### src/rtl/joy_serial_pkg.sv
// joy_serial_pkg: shared types and sizing helpers for the serial joystick receiver.
//   joy_state_e    frame sequencer states
//   SYNC_STAGES    depth of the joy_data synchroniser
//   joy_total      total serial bits in one frame
//   joy_cnt_width  counter width for a 0..n-1 range (never below 1)
package joy_serial_pkg;

    localparam int unsigned SYNC_STAGES = 2;

    typedef enum logic [2:0] {
        StGap,
        StLoad,
        StSettle,
        StLow,
        StHigh,
        StUpdate
    } joy_state_e;

    function automatic int unsigned joy_total(input int unsigned n_players,
                                              input int unsigned bits_per_player);
        return n_players * bits_per_player;
    endfunction

    function automatic int unsigned joy_cnt_width(input int unsigned range_n);
        return (range_n > 1) ? $clog2(range_n) : 1;
    endfunction

endpackage

### src/rtl/joy_serial_rx_if.sv
// joy_serial_rx_if: pins of a 74HC165-style shift-register chain.
//   joy_clk   shift clock to the chain, idle high
//   joy_load  parallel-load strobe, active low, idle high
//   joy_data  serial data coming back from the chain
// master: the receiver that drives the chain; slave: the chain itself.
interface joy_serial_rx_if;

    logic joy_clk;
    logic joy_load;
    logic joy_data;

    modport master (
        output joy_clk,
        output joy_load,
        input  joy_data
    );

    modport slave (
        input  joy_clk,
        input  joy_load,
        output joy_data
    );

endinterface

### src/rtl/joy_tick_gen.sv
// joy_tick_gen: divides clk by CLK_DIV into a one-cycle tick.
//   clk    system clock
//   reset  synchronous, active-high; restarts the divider
//   clear  synchronous restart of the divider (no tick while asserted)
//   tick   one-cycle pulse on the last cycle of every CLK_DIV-cycle period
module joy_tick_gen
    import joy_serial_pkg::*;
#(
    parameter int unsigned CLK_DIV = 4
) (
    input  logic clk,
    input  logic reset,
    input  logic clear,
    output logic tick
);

    localparam int unsigned CntW = joy_cnt_width(CLK_DIV);
    localparam logic [CntW-1:0] CntLast = CntW'(CLK_DIV - 1);

    logic [CntW-1:0] cnt_q, cnt_d;

    always_comb begin
        cnt_d = cnt_q + 1'b1;
        if (clear || (cnt_q == CntLast)) begin
            cnt_d = '0;
        end
    end

    always_ff @(posedge clk) begin
        if (reset) begin
            cnt_q <= '0;
        end else begin
            cnt_q <= cnt_d;
        end
    end

    assign tick = (cnt_q == CntLast) && !clear;

endmodule

### src/rtl/joy_serial_rx.sv
// joy_serial_rx: scans a chain of parallel-in/serial-out shift registers and
// presents the decoded buttons of every player.
//   clk          system clock
//   reset        synchronous, active-high reset
//   enable       scan enable, only looked at between frames
//   chain        joy_serial_rx_if.master: joy_clk / joy_load out, joy_data in
//   joystick     player p at [p*BITS_PER_PLAYER +: BITS_PER_PLAYER], serial bit i -> bit i
//   frame_valid  one-cycle pulse whenever joystick is loaded from a frame
// Optional: define JOY_SERIAL_DEBOUNCE_EN to publish a frame only when it matches
// the previous raw frame.
// joy_data passes a 2-flop synchroniser, so CLK_DIV must be at least 3.
module joy_serial_rx
    import joy_serial_pkg::*;
#(
    parameter int unsigned N_PLAYERS       = 2,
    parameter int unsigned BITS_PER_PLAYER = 12,
    parameter int unsigned CLK_DIV         = 4,
    parameter int unsigned FRAME_GAP       = 8,
    parameter bit          ACTIVE_LOW      = 1'b1
) (
    input  logic                                  clk,
    input  logic                                  reset,
    input  logic                                  enable,
    joy_serial_rx_if.master                       chain,
    output logic [N_PLAYERS*BITS_PER_PLAYER-1:0]  joystick,
    output logic                                  frame_valid
);

    localparam int unsigned TOTAL = joy_total(N_PLAYERS, BITS_PER_PLAYER);
    localparam int unsigned BitW  = joy_cnt_width(TOTAL);
    localparam int unsigned GapW  = joy_cnt_width(FRAME_GAP);
    localparam logic [BitW-1:0] LastBit = BitW'(TOTAL - 1);
    localparam logic [GapW-1:0] GapLast = GapW'(FRAME_GAP - 1);

    joy_state_e             state_q, state_d;
    logic [GapW-1:0]        gap_q, gap_d;
    logic [BitW-1:0]        bit_q, bit_d;
    logic [TOTAL-1:0]       shift_q, shift_d;
    logic [TOTAL-1:0]       joystick_q, joystick_d;
    logic                   frame_valid_q, frame_valid_d;
    logic                   joy_clk_q, joy_clk_d;
    logic                   joy_load_q, joy_load_d;
    logic [SYNC_STAGES-1:0] sync_q;
    logic [TOTAL-1:0]       cooked;
    logic                   sample;
    logic                   tick;

`ifdef JOY_SERIAL_DEBOUNCE_EN
    logic [TOTAL-1:0]       prev_q, prev_d;
    logic                   prev_valid_q, prev_valid_d;
`endif

    joy_tick_gen #(
        .CLK_DIV(CLK_DIV)
    ) u_tick (
        .clk  (clk),
        .reset(reset),
        .clear(state_q == StUpdate),
        .tick (tick)
    );

    // The sample point is the last cycle of a tick, so the 2-cycle synchroniser
    // lag still lands inside the state that presented the bit.
    assign sample = sync_q[SYNC_STAGES-1];
    assign cooked = ACTIVE_LOW ? ~shift_q : shift_q;

    always_comb begin
        state_d       = state_q;
        gap_d         = gap_q;
        bit_d         = bit_q;
        shift_d       = shift_q;
        joystick_d    = joystick_q;
        frame_valid_d = 1'b0;
`ifdef JOY_SERIAL_DEBOUNCE_EN
        prev_d        = prev_q;
        prev_valid_d  = prev_valid_q;
`endif
        unique case (state_q)
            StGap: begin
                if (!enable) begin
                    joystick_d = '0;
                end
                if (tick) begin
                    // Gap counter saturates until enable lets the next frame start.
                    if (gap_q == GapLast) begin
                        if (enable) begin
                            state_d = StLoad;
                            gap_d   = '0;
                        end
                    end else begin
                        gap_d = gap_q + 1'b1;
                    end
                end
            end
            StLoad: begin
                if (tick) begin
                    state_d = StSettle;
                end
            end
            StSettle: begin
                if (tick) begin
                    shift_d[0] = sample;
                    bit_d      = BitW'(1);
                    state_d    = StLow;
                end
            end
            StLow: begin
                if (tick) begin
                    state_d = StHigh;
                end
            end
            StHigh: begin
                if (tick) begin
                    shift_d[bit_q] = sample;
                    bit_d          = bit_q + 1'b1;
                    state_d        = (bit_q == LastBit) ? StUpdate : StLow;
                end
            end
            StUpdate: begin
`ifdef JOY_SERIAL_DEBOUNCE_EN
                if (prev_valid_q && (shift_q == prev_q)) begin
                    joystick_d    = cooked;
                    frame_valid_d = 1'b1;
                end
                prev_d       = shift_q;
                prev_valid_d = 1'b1;
`else
                joystick_d    = cooked;
                frame_valid_d = 1'b1;
`endif
                bit_d   = '0;
                state_d = StGap;
            end
            default: begin
                state_d = StGap;
            end
        endcase
        // Pin levels are registered from the next state so they change cleanly.
        joy_clk_d  = (state_d != StLow);
        joy_load_d = (state_d != StLoad);
    end

    always_ff @(posedge clk) begin
        if (reset) begin
            state_q       <= StGap;
            gap_q         <= '0;
            bit_q         <= '0;
            shift_q       <= '0;
            joystick_q    <= '0;
            frame_valid_q <= 1'b0;
            joy_clk_q     <= 1'b1;
            joy_load_q    <= 1'b1;
            sync_q        <= '0;
        end else begin
            state_q       <= state_d;
            gap_q         <= gap_d;
            bit_q         <= bit_d;
            shift_q       <= shift_d;
            joystick_q    <= joystick_d;
            frame_valid_q <= frame_valid_d;
            joy_clk_q     <= joy_clk_d;
            joy_load_q    <= joy_load_d;
            sync_q        <= {sync_q[SYNC_STAGES-2:0], chain.joy_data};
        end
    end

`ifdef JOY_SERIAL_DEBOUNCE_EN
    // All-ones with the valid flag clear: the first frame after reset never publishes.
    always_ff @(posedge clk) begin
        if (reset) begin
            prev_q       <= '1;
            prev_valid_q <= 1'b0;
        end else begin
            prev_q       <= prev_d;
            prev_valid_q <= prev_valid_d;
        end
    end
`endif

    assign joystick       = joystick_q;
    assign frame_valid    = frame_valid_q;
    assign chain.joy_clk  = joy_clk_q;
    assign chain.joy_load = joy_load_q;

endmodule
### src/flat_wrapper.sv
// flat-port wrapper written by rule: the top's interface ports become plain ports
module joy_serial_rx_flat import joy_serial_pkg::*;
#(
    parameter int unsigned N_PLAYERS       = 2,
    parameter int unsigned BITS_PER_PLAYER = 12,
    parameter int unsigned CLK_DIV         = 4,
    parameter int unsigned FRAME_GAP       = 8,
    parameter bit          ACTIVE_LOW      = 1'b1
)
  (clk, reset, enable, joystick, frame_valid, chain_joy_clk, chain_joy_load, chain_joy_data);
  joy_serial_rx_if chain_i ();
  input  logic clk;
  input  logic reset;
  input  logic enable;
  output logic [N_PLAYERS*BITS_PER_PLAYER-1:0] joystick;
  output logic frame_valid;
  output wire logic [$bits(chain_i.joy_clk)-1:0] chain_joy_clk;
  output wire logic [$bits(chain_i.joy_load)-1:0] chain_joy_load;
  input wire logic [$bits(chain_i.joy_data)-1:0] chain_joy_data;
  assign chain_joy_clk = chain_i.joy_clk;
  assign chain_joy_load = chain_i.joy_load;
  assign chain_i.joy_data = chain_joy_data;
  joy_serial_rx #(.N_PLAYERS(N_PLAYERS), .BITS_PER_PLAYER(BITS_PER_PLAYER), .CLK_DIV(CLK_DIV), .FRAME_GAP(FRAME_GAP), .ACTIVE_LOW(ACTIVE_LOW)) u_core (.clk(clk), .reset(reset), .enable(enable), .chain(chain_i), .joystick(joystick), .frame_valid(frame_valid));
endmodule
### config.mk
export PLATFORM = sky130hd
export DESIGN_NAME = joy_serial_rx_flat
export DESIGN_NICKNAME = d
export VERILOG_FILES = /design/src/rtl/joy_serial_pkg.sv /design/src/rtl/joy_serial_rx_if.sv /design/src/rtl/joy_tick_gen.sv /design/src/rtl/joy_serial_rx.sv /design/src/flat_wrapper.sv
export SDC_FILE = /design/constraint.sdc
export NUM_CORES = 1
export LEC_CHECK = 0
export CAP_MARGIN = 20
export CORE_MARGIN = 4
export CORE_UTILIZATION = 50
export CTS_CLUSTER_DIAMETER = 200
export DETAILED_ROUTE_END_ITERATION = 12
export PLACE_DENSITY = 0.68
export REMOVE_ABC_BUFFERS = 1
export SYNTH_ARGS = -nofsm -noshare
export SYNTH_HDL_FRONTEND = slang
export SYNTH_HIERARCHICAL = 1
export SYNTH_SLANG_ARGS = --single-unit
### constraint.sdc
create_clock -name clk -period 5.3 [get_ports clk]
set_input_delay 0.53 -clock clk [delete_from_list [all_inputs] [get_ports clk]]
set_output_delay 0.53 -clock clk [all_outputs]
set_load 0.01 [all_outputs]
==> reports/qor.csv, run 1 <==
stage;metric;value;unit
outcome;outcome;finished, final reports clean;
critical_path;R2R Setup Slk;2.58;ns
sta;final setup TNS;0;ns
detailed_routing;drt drc;0;
finish;Fillers;458;
min_path;worst hold path depth;1;
pwr;peak supply drop;0.208;mV
clock_tree;PostCTS Resize Cnt;0;
flow_run;total of max-cap violations;0;
yosys;Synth async-reset ratio;0;%
sta;Worst Max-Slew Pin Slew;0.825;ns
pwr;Lkg Pwr;1.31;nW
floorplanning;starting density of the core;52.3;%
global_routing;first-pass GRT wire length;9.07;mm
yosys;sequential area share after synthesis;48.5;%
place;pre-CTS setup slack;2.62;ns
floorplanning;std cell rows;26;
critical_path;Crit. End Element;flip-flop;
sta;Final WS setup;2.58;ns
clock_tree;setup bufs post-CTS;0;
place;placed wire-length estimate;3.30;mm
finish;Post-Route Utilization;62.0;%
critical_path;reg2reg end;u_core/shift_q[17];
sta;f_max;367;MHz
yosys;EDFF count, synth;0;
clock_tree;number of buffers created by CTS;9;
clock_tree;Sink Count;66;
place;Placement Cell Area;0.00303;mm2
floorplanning;Die X;81.8;um
critical_path;worst path required time;5.51;ns
finish;layout cell share with drive strength beyond 1;10.1;%
sta;Final period util;51.4;%
yosys;post-synthesis register bit count;66;
detailed_routing;via count;1933;
min_path;Worst Min Path Start;u_core/shift_q[4];
global_routing;Congestion Overflow GR;0;
clock_tree;clk root buf;clkbuf_8;
place;RePlAce Congestion;0.755;
min_path;min-delay worst type;flip-flop to flip-flop;
sta;Fin. Hold Viols;0;
critical_path;crit path DAT;2.93;ns
critical_path;WS Path Type;flip-flop to flip-flop;
sta;Final setup viols;0;
yosys;most frequent cell after synthesis;dfxtp_1;
yosys;Mapped Avg Cell Area;10.2;um2
finish;Finished Cell Area;0.00323;mm2
clock_tree;htree depth;3;
finish;n_diodes;0;
finish;Nets;303;
sta;Fin Clk Skew;0.00407;ns
global_routing;vias in the first global route;1921;
detailed_routing;Initial DRC Count;145;
critical_path;Reg2Reg Depth;6;
yosys;synth top area cells;dfxtp_1 49%, mux2i_1 9.2%, o2bb2ai_1 7.7%, nor2_1 4.4%, nand3_1 3.7%;
clock_tree;clock-pin slew on the worst setup and hold paths;0.07;ns
floorplanning;core area;0.00520;mm2
detailed_routing;DRT Pass-1 Iters;4;
clock_tree;worst skew pair latency;0.33;ns
yosys;Synth Warn #;6;
sta;max_slew headroom;44.9;%
pwr;PD cells;296;mW/mm2
sta;min Tclk post-route;2.72;ns
floorplanning;die height;81.8;um
critical_path;CP startpoint kind;flip-flop;
yosys;post-synthesis instance total;268;
min_path;WHS Endpoint;u_core/joystick[4];
floorplanning;Die ar.;0.00669;mm2
detailed_routing;Routed WL;5.05;mm
critical_path;CP max FO;21;
place;Port Buffers;30;
sta;RSZ-0062 raised after global routing;false;
detailed_routing;WL per Instance;13.8;um
detailed_routing;Final ANT Viol Nets;0;
critical_path;reg-to-reg startpoint;u_core/state_q[1];
clock_tree;Longest Clk Path Bufs;2;
yosys;prevailing post-synth register cell;dfxtp_1;
finish;Area growth syn-to-layout;18.6;%
yosys;post-synth top area share;48.5;%
critical_path;Critical Path Source;u_core/state_q[1];
detailed_routing;vias per cell;5.28;
clock_tree;CTS tree;built;
global_routing;initial antenna violation count;0;
clock_tree;post-cts hold buffer count;0;
floorplanning;IO Count;31;
global_routing;largest net degree at the start of global routing;37;
global_routing;GRT Util Overall;17.8;%
yosys;largest area contributor in the netlist;dfxtp_1;
yosys;top cells by count, synth;66 x dfxtp_1, 32 x nor2_1, 25 x mux2i_1;
yosys;Yosys cell types;39;
yosys;mapped cell area;0.00272;mm2
sta;Final Max Tran Viols;0;
-- cell type report --
type                       count  area (um2)  share of cell area [%]
clock inverter                 2        35.0                    1.08
clock buffer                  13         169                    5.23
inverter                       6        22.5                   0.697
sequential                    66        1320                    40.9
multi-input combinational    177        1280                    39.6
tap                           70        87.6                    2.71
timing repair buffer          32         315                    9.76
-- per-layer routing --
metal	vias up	wire, um	global-route usage [%]
met4	0	91	9.80
li1	1002	-	-
met5	-	0	0
met1	886	2460	23.9
met2	35	2290	26.0
met3	10	204	4.39
-- per-stage QoR --
step / power, mW / std cells / hold WS [ns]
2_1_floorplan: 0.526 / 249 / 0.398
3_3_place_gp: 0.537 / 351 / 0.418
3_5_place_dp: 0.538 / 351 / 0.418
4_1_cts: 0.969 / 366 / 0.432
5_1_grt: 0.998 / 366 / 0.442
6_report: 0.957 / 366 / 0.425
-- worst max path at each step --
stage | end | cells past startpoint
2_1_floorplan | u_core/shift_q[10] | 6
3_3_place_gp | u_core/shift_q[17] | 6
3_5_place_dp | u_core/shift_q[6] | 6
4_1_cts | u_core/shift_q[17] | 6
5_1_grt | u_core/shift_q[8] | 6
6_report | u_core/shift_q[17] | 6
-- power by group --
| part | leakage, nW | total [mW] | internal, mW | switching (mW) |
|---|---|---|---|---|
| clock | 0.106 | 0.430 | 0.253 | 0.178 |
| combinational | 0.670 | 0.0240 | 0.00992 | 0.0141 |
| sequential | 0.532 | 0.503 | 0.499 | 0.00342 |
-- critical path, stage by stage (launching register included) --
cell      delay (ns)
dfxtp_1         0.61
nor2_1          0.20
nor2b_1         0.56
and4bb_1        0.75
nand3_1         0.21
mux2i_1         0.20
nor2_1          0.06
-- placed cells by master (no fill, tap or decap), drive strengths merged, types with 2 or more instances in the layout --
cell type      Yosys  final
a211oi             2      2
a21oi             11     11
a31oi              2      2
and3b              2      2
buf               14      2
clkbuf             5     13
clkdlybuf4s50      0     30
dfxtp             66     66
ha                 7      7
inv                6      6
mux2i             25     25
nand2              8      8
nand3             20     20
nor2              32     32
nor2b              7      7
nor3b              7      7
nor4b              2      2
o21ai              7      7
o2bb2ai           24     24
or3                4      4
or3b               2      2
-- flip-flops by register name (all words and copies together) (netlist names) --
name and count:
u_core/state_q 3, u_core/chain.joy_clk 1, u_core/sync_q 2, u_core/gap_q 3, u_core/bit_q 5, u_core/joystick 24, u_core/chain.joy_load 1, u_core/frame_valid 1
u_core/shift_q 24, u_core/u_tick/cnt_q 2
-- cells by family after synthesis --
family / after synthesis / synth area share, %
flip-flops: 66 / 48.5
AND/OR/NAND/NOR: 92 / 19.9
adder cells (fa/ha/maj): 7 / 3.22
buffers and inverters: 25 / 4.50
AO/OA/AOI/OAI: 52 / 14.3
multiplexers: 25 / 9.19
XOR/XNOR: 1 / 0.322
Note: power is estimated with default switching activity, not from simulation.
==> inputs of run 2 (changes only) <==
- clock period: 5.3 -> 2.8 ns (I/O delays scaled with it)
==> run 2 against run 1 <==
Die area did not move. Critical endpoint is now u_core/gap_q[0]. First-iteration DRC count is 3.4% lower. Largest power group unchanged. Sequential share of layout area is 0.24 points lower. Core utilization grew 0.36 points.
==> reports/qor.csv, run 2 (synthesis results as in run 1) <==
stage;metric;value;unit;change
pwr;switching pwr;0.369;mW;was 0.195 mW
detailed_routing;Initial DRC Count;140;;was 145
detailed_routing;top routing layer in use;met4;;unchanged
sta;Final setup viols;0;;unchanged
critical_path;Reg2Reg Depth;7;;was 6
sta;final setup TNS;0;ns;unchanged
detailed_routing;Final ANT Viol Nets;0;;unchanged
clock_tree;clk root buf;clkbuf_8;;unchanged
floorplanning;core area;0.00520;mm2;unchanged
global_routing;vias in the first global route;1959;;was 1921
pwr;Clk pwr share;43.3;%;was 45.0%
finish;FF/Latch Area;0.00132;mm2;unchanged
critical_path;reg-to-reg startpoint;u_core/state_q[2];;was u_core/state_q[1]
global_routing;initial antenna violation count;0;;unchanged
pwr;Int Pwr;1.39;mW;was 0.762 mW
sta;Fin Clk Skew;0.00636;ns;was 0.00407 ns
flow_run;total of max-cap violations;0;;unchanged
critical_path;most used cell along the critical path;nor2_1;;unchanged
sta;Fin. Hold Viols;0;;unchanged
place;Port Buffers;30;;unchanged
floorplanning;starting density of the core;52.3;%;unchanged
global_routing;first-pass GRT wire length;9.49;mm;was 9.07 mm
critical_path;CP startpoint kind;flip-flop;;unchanged
finish;most frequent cells in the layout;66 x dfxtp_1, 32 x nor2_1, 30 x clkdlybuf4s50_1, 25 x mux2i_1, 24 x o2bb2ai_1;;unchanged
detailed_routing;DRT Pass-1 Iters;4;;unchanged
clock_tree;setup bufs post-CTS;0;;unchanged
detailed_routing;via count;1987;;was 1933
clock_tree;clock-pin slew on the worst setup and hold paths;0.07;ns;about the same
detailed_routing;Met2 Routed Length;2.35;mm;was 2.29 mm
finish;Multi-input gate area;0.00128;mm2;unchanged
floorplanning;std cell rows;26;;unchanged
clock_tree;worst skew pair latency;0.33;ns;about the same
critical_path;Worst setup endpoint;u_core/gap_q[0];;was u_core/shift_q[17]
critical_path;Critical Path Slowest Stage Cell;nor2b_1;;was and4bb_1
clock_tree;Sink Count;66;;unchanged
pwr;Comb pwr share;2.9;%;was 2.5%
floorplanning;Die ar.;0.00669;mm2;unchanged
place;Placement Cell Area;0.00306;mm2;was 0.00303 mm2
detailed_routing;vias per cell;5.36;;was 5.28
clock_tree;htree depth;3;;unchanged
place;RePlAce Congestion;0.788;;was 0.755
pwr;peak supply drop;0.336;mV;was 0.208 mV
sta;f_max;448;MHz;was 367 MHz
critical_path;max incr delay on CP;0.50;ns;was 0.75 ns
critical_path;worst path required time;3.02;ns;was 5.51 ns
clock_tree;Longest Clk Path Bufs;2;;unchanged
finish;Nets;308;;was 303
critical_path;crit path DAT;2.45;ns;was 2.93 ns
sta;Final Max Tran Viols;0;;unchanged
critical_path;CP max FO;13;;was 21
clock_tree;PostCTS Resize Cnt;0;;unchanged
clock_tree;number of buffers created by CTS;9;;unchanged
outcome;outcome;finished, final reports clean;;unchanged
clock_tree;post-cts hold buffer count;0;;unchanged
critical_path;Crit. End Element;flip-flop;;unchanged
pwr;switch share;20.9;%;was 20.4%
floorplanning;IO Count;31;;unchanged
critical_path;WS Path Type;flip-flop to flip-flop;;unchanged
detailed_routing;drt drc;0;;unchanged
sta;max_slew headroom;42.6;%;was 44.9%
sta;min Tclk post-route;2.23;ns;was 2.72 ns
sta;RSZ-0062 raised after global routing;false;;unchanged
finish;Fillers;474;;was 458
finish;Finished Cell Area;0.00325;mm2;was 0.00323 mm2
finish;Area growth syn-to-layout;19.3;%;was 18.6%
place;placed wire-length estimate;3.57;mm;was 3.30 mm
detailed_routing;Routed WL;5.29;mm;was 5.05 mm
global_routing;Congestion Overflow GR;0;;unchanged
clock_tree;CTS tree;built;;unchanged
finish;n_diodes;0;;unchanged
finish;layout cell share with drive strength beyond 1;11.3;%;was 10.1%
pwr;Flop pwr share;53.8;%;was 52.5%
floorplanning;Die X;81.8;um;unchanged
detailed_routing;WL met3;154;um;was 204 um
place;pre-CTS setup slack;0.585;ns;was 2.62 ns
critical_path;reg2reg end;u_core/gap_q[0];;was u_core/shift_q[17]
sta;Final WS setup;0.568;ns;was 2.58 ns
detailed_routing;wl on met1;2.68;mm;was 2.46 mm
critical_path;Critical Path Source;u_core/state_q[2];;was u_core/state_q[1]
global_routing;largest net degree at the start of global routing;26;;was 37
finish;most common cell after layout, fill and taps aside;dfxtp_1;;unchanged
critical_path;R2R Setup Slk;0.57;ns;was 2.58 ns
sta;Final period util;79.7;%;was 51.4%
sta;Worst Max-Slew Pin Slew;0.858;ns;was 0.825 ns
floorplanning;die height;81.8;um;unchanged
critical_path;CP cell instances;nand2_1, nor2_1, nor2b_1, nor4b_2, o21ai_0, a22oi_1, nor2_1;;was nor2_1, nor2b_1, and4bb_1, nand3_1, mux2i_1, nor2_1
pwr;Lkg Pwr;1.32;nW;was 1.31 nW
pwr;PD cells;543;mW/mm2;was 296 mW/mm2
global_routing;GRT Util Overall;18.4;%;was 17.8%
min_path;min-delay worst type;flip-flop to flip-flop;;unchanged
detailed_routing;WL per Instance;14.3;um;was 13.8 um
## run 2: changes by cell type in the layout (fill, tap and decap cells not counted)
cell      delta
buf_4        +5
clkbuf_8     -2
clkbuf_1     +1
clkinv_2     +1
## run 2: worst max-delay path, delay by kind of cell (launching register included)
family	cells	cell delay, ns
compound gates	2	0.50
simple gates	5	1.19
flops	1	0.43
## run 2: area by class of cell
class / instances / area share (%)
sequential: 66 / 40.7
tap: 70 / 2.70
clock buffer: 12 / 4.47
inverter: 6 / 0.693
clock inverter: 3 / 1.23
multi-input combinational: 177 / 39.4
timing repair buffer: 37 / 10.9
## run 2: metal layers
metal	up-vias	global-route usage, %
met2	32	27.5
met1	932	25.3
met4	0	8.31
li1	1014	-
met5	-	0
met3	9	3.84
## run 2: worst min-delay path by stage
stage | slack (ns) | startpoint | cells past startpoint | to
after detailed placement | 0.42 | u_core/shift_q[21] | 1 | u_core/joystick[21]
final | 0.43 | u_core/shift_q[6] | 1 | u_core/joystick[6]
after global routing | 0.45 | u_core/shift_q[14] | 1 | u_core/joystick[14]
after global placement | 0.42 | u_core/shift_q[9] | 1 | u_core/joystick[9]
after CTS | 0.43 | u_core/shift_q[21] | 1 | u_core/joystick[21]
after floorplan | 0.35 | reset | 1 | u_core/shift_q[0]
## run 2: power by group through the flow
stage / logic, mW / registers (mW) / clock network (mW)
floorplan: 0.0248 / 0.971 / 0
global placement: 0.0501 / 0.970 / 0
detailed placement: 0.0511 / 0.970 / 0
CTS: 0.0516 / 0.948 / 0.784
global route: 0.0575 / 0.949 / 0.827
finish: 0.0514 / 0.949 / 0.762
## run 2: stage by stage
stage	util, %	total power [mW]	instances	hold WS [ns]
after floorplan	-	0.995	249	0.349
after global placement	58.8	1.02	356	0.416
after detailed placement	58.8	1.02	356	0.421
after CTS	62.4	1.78	371	0.432
after global routing	62.4	1.83	371	0.450
final	62.4	1.76	371	0.429
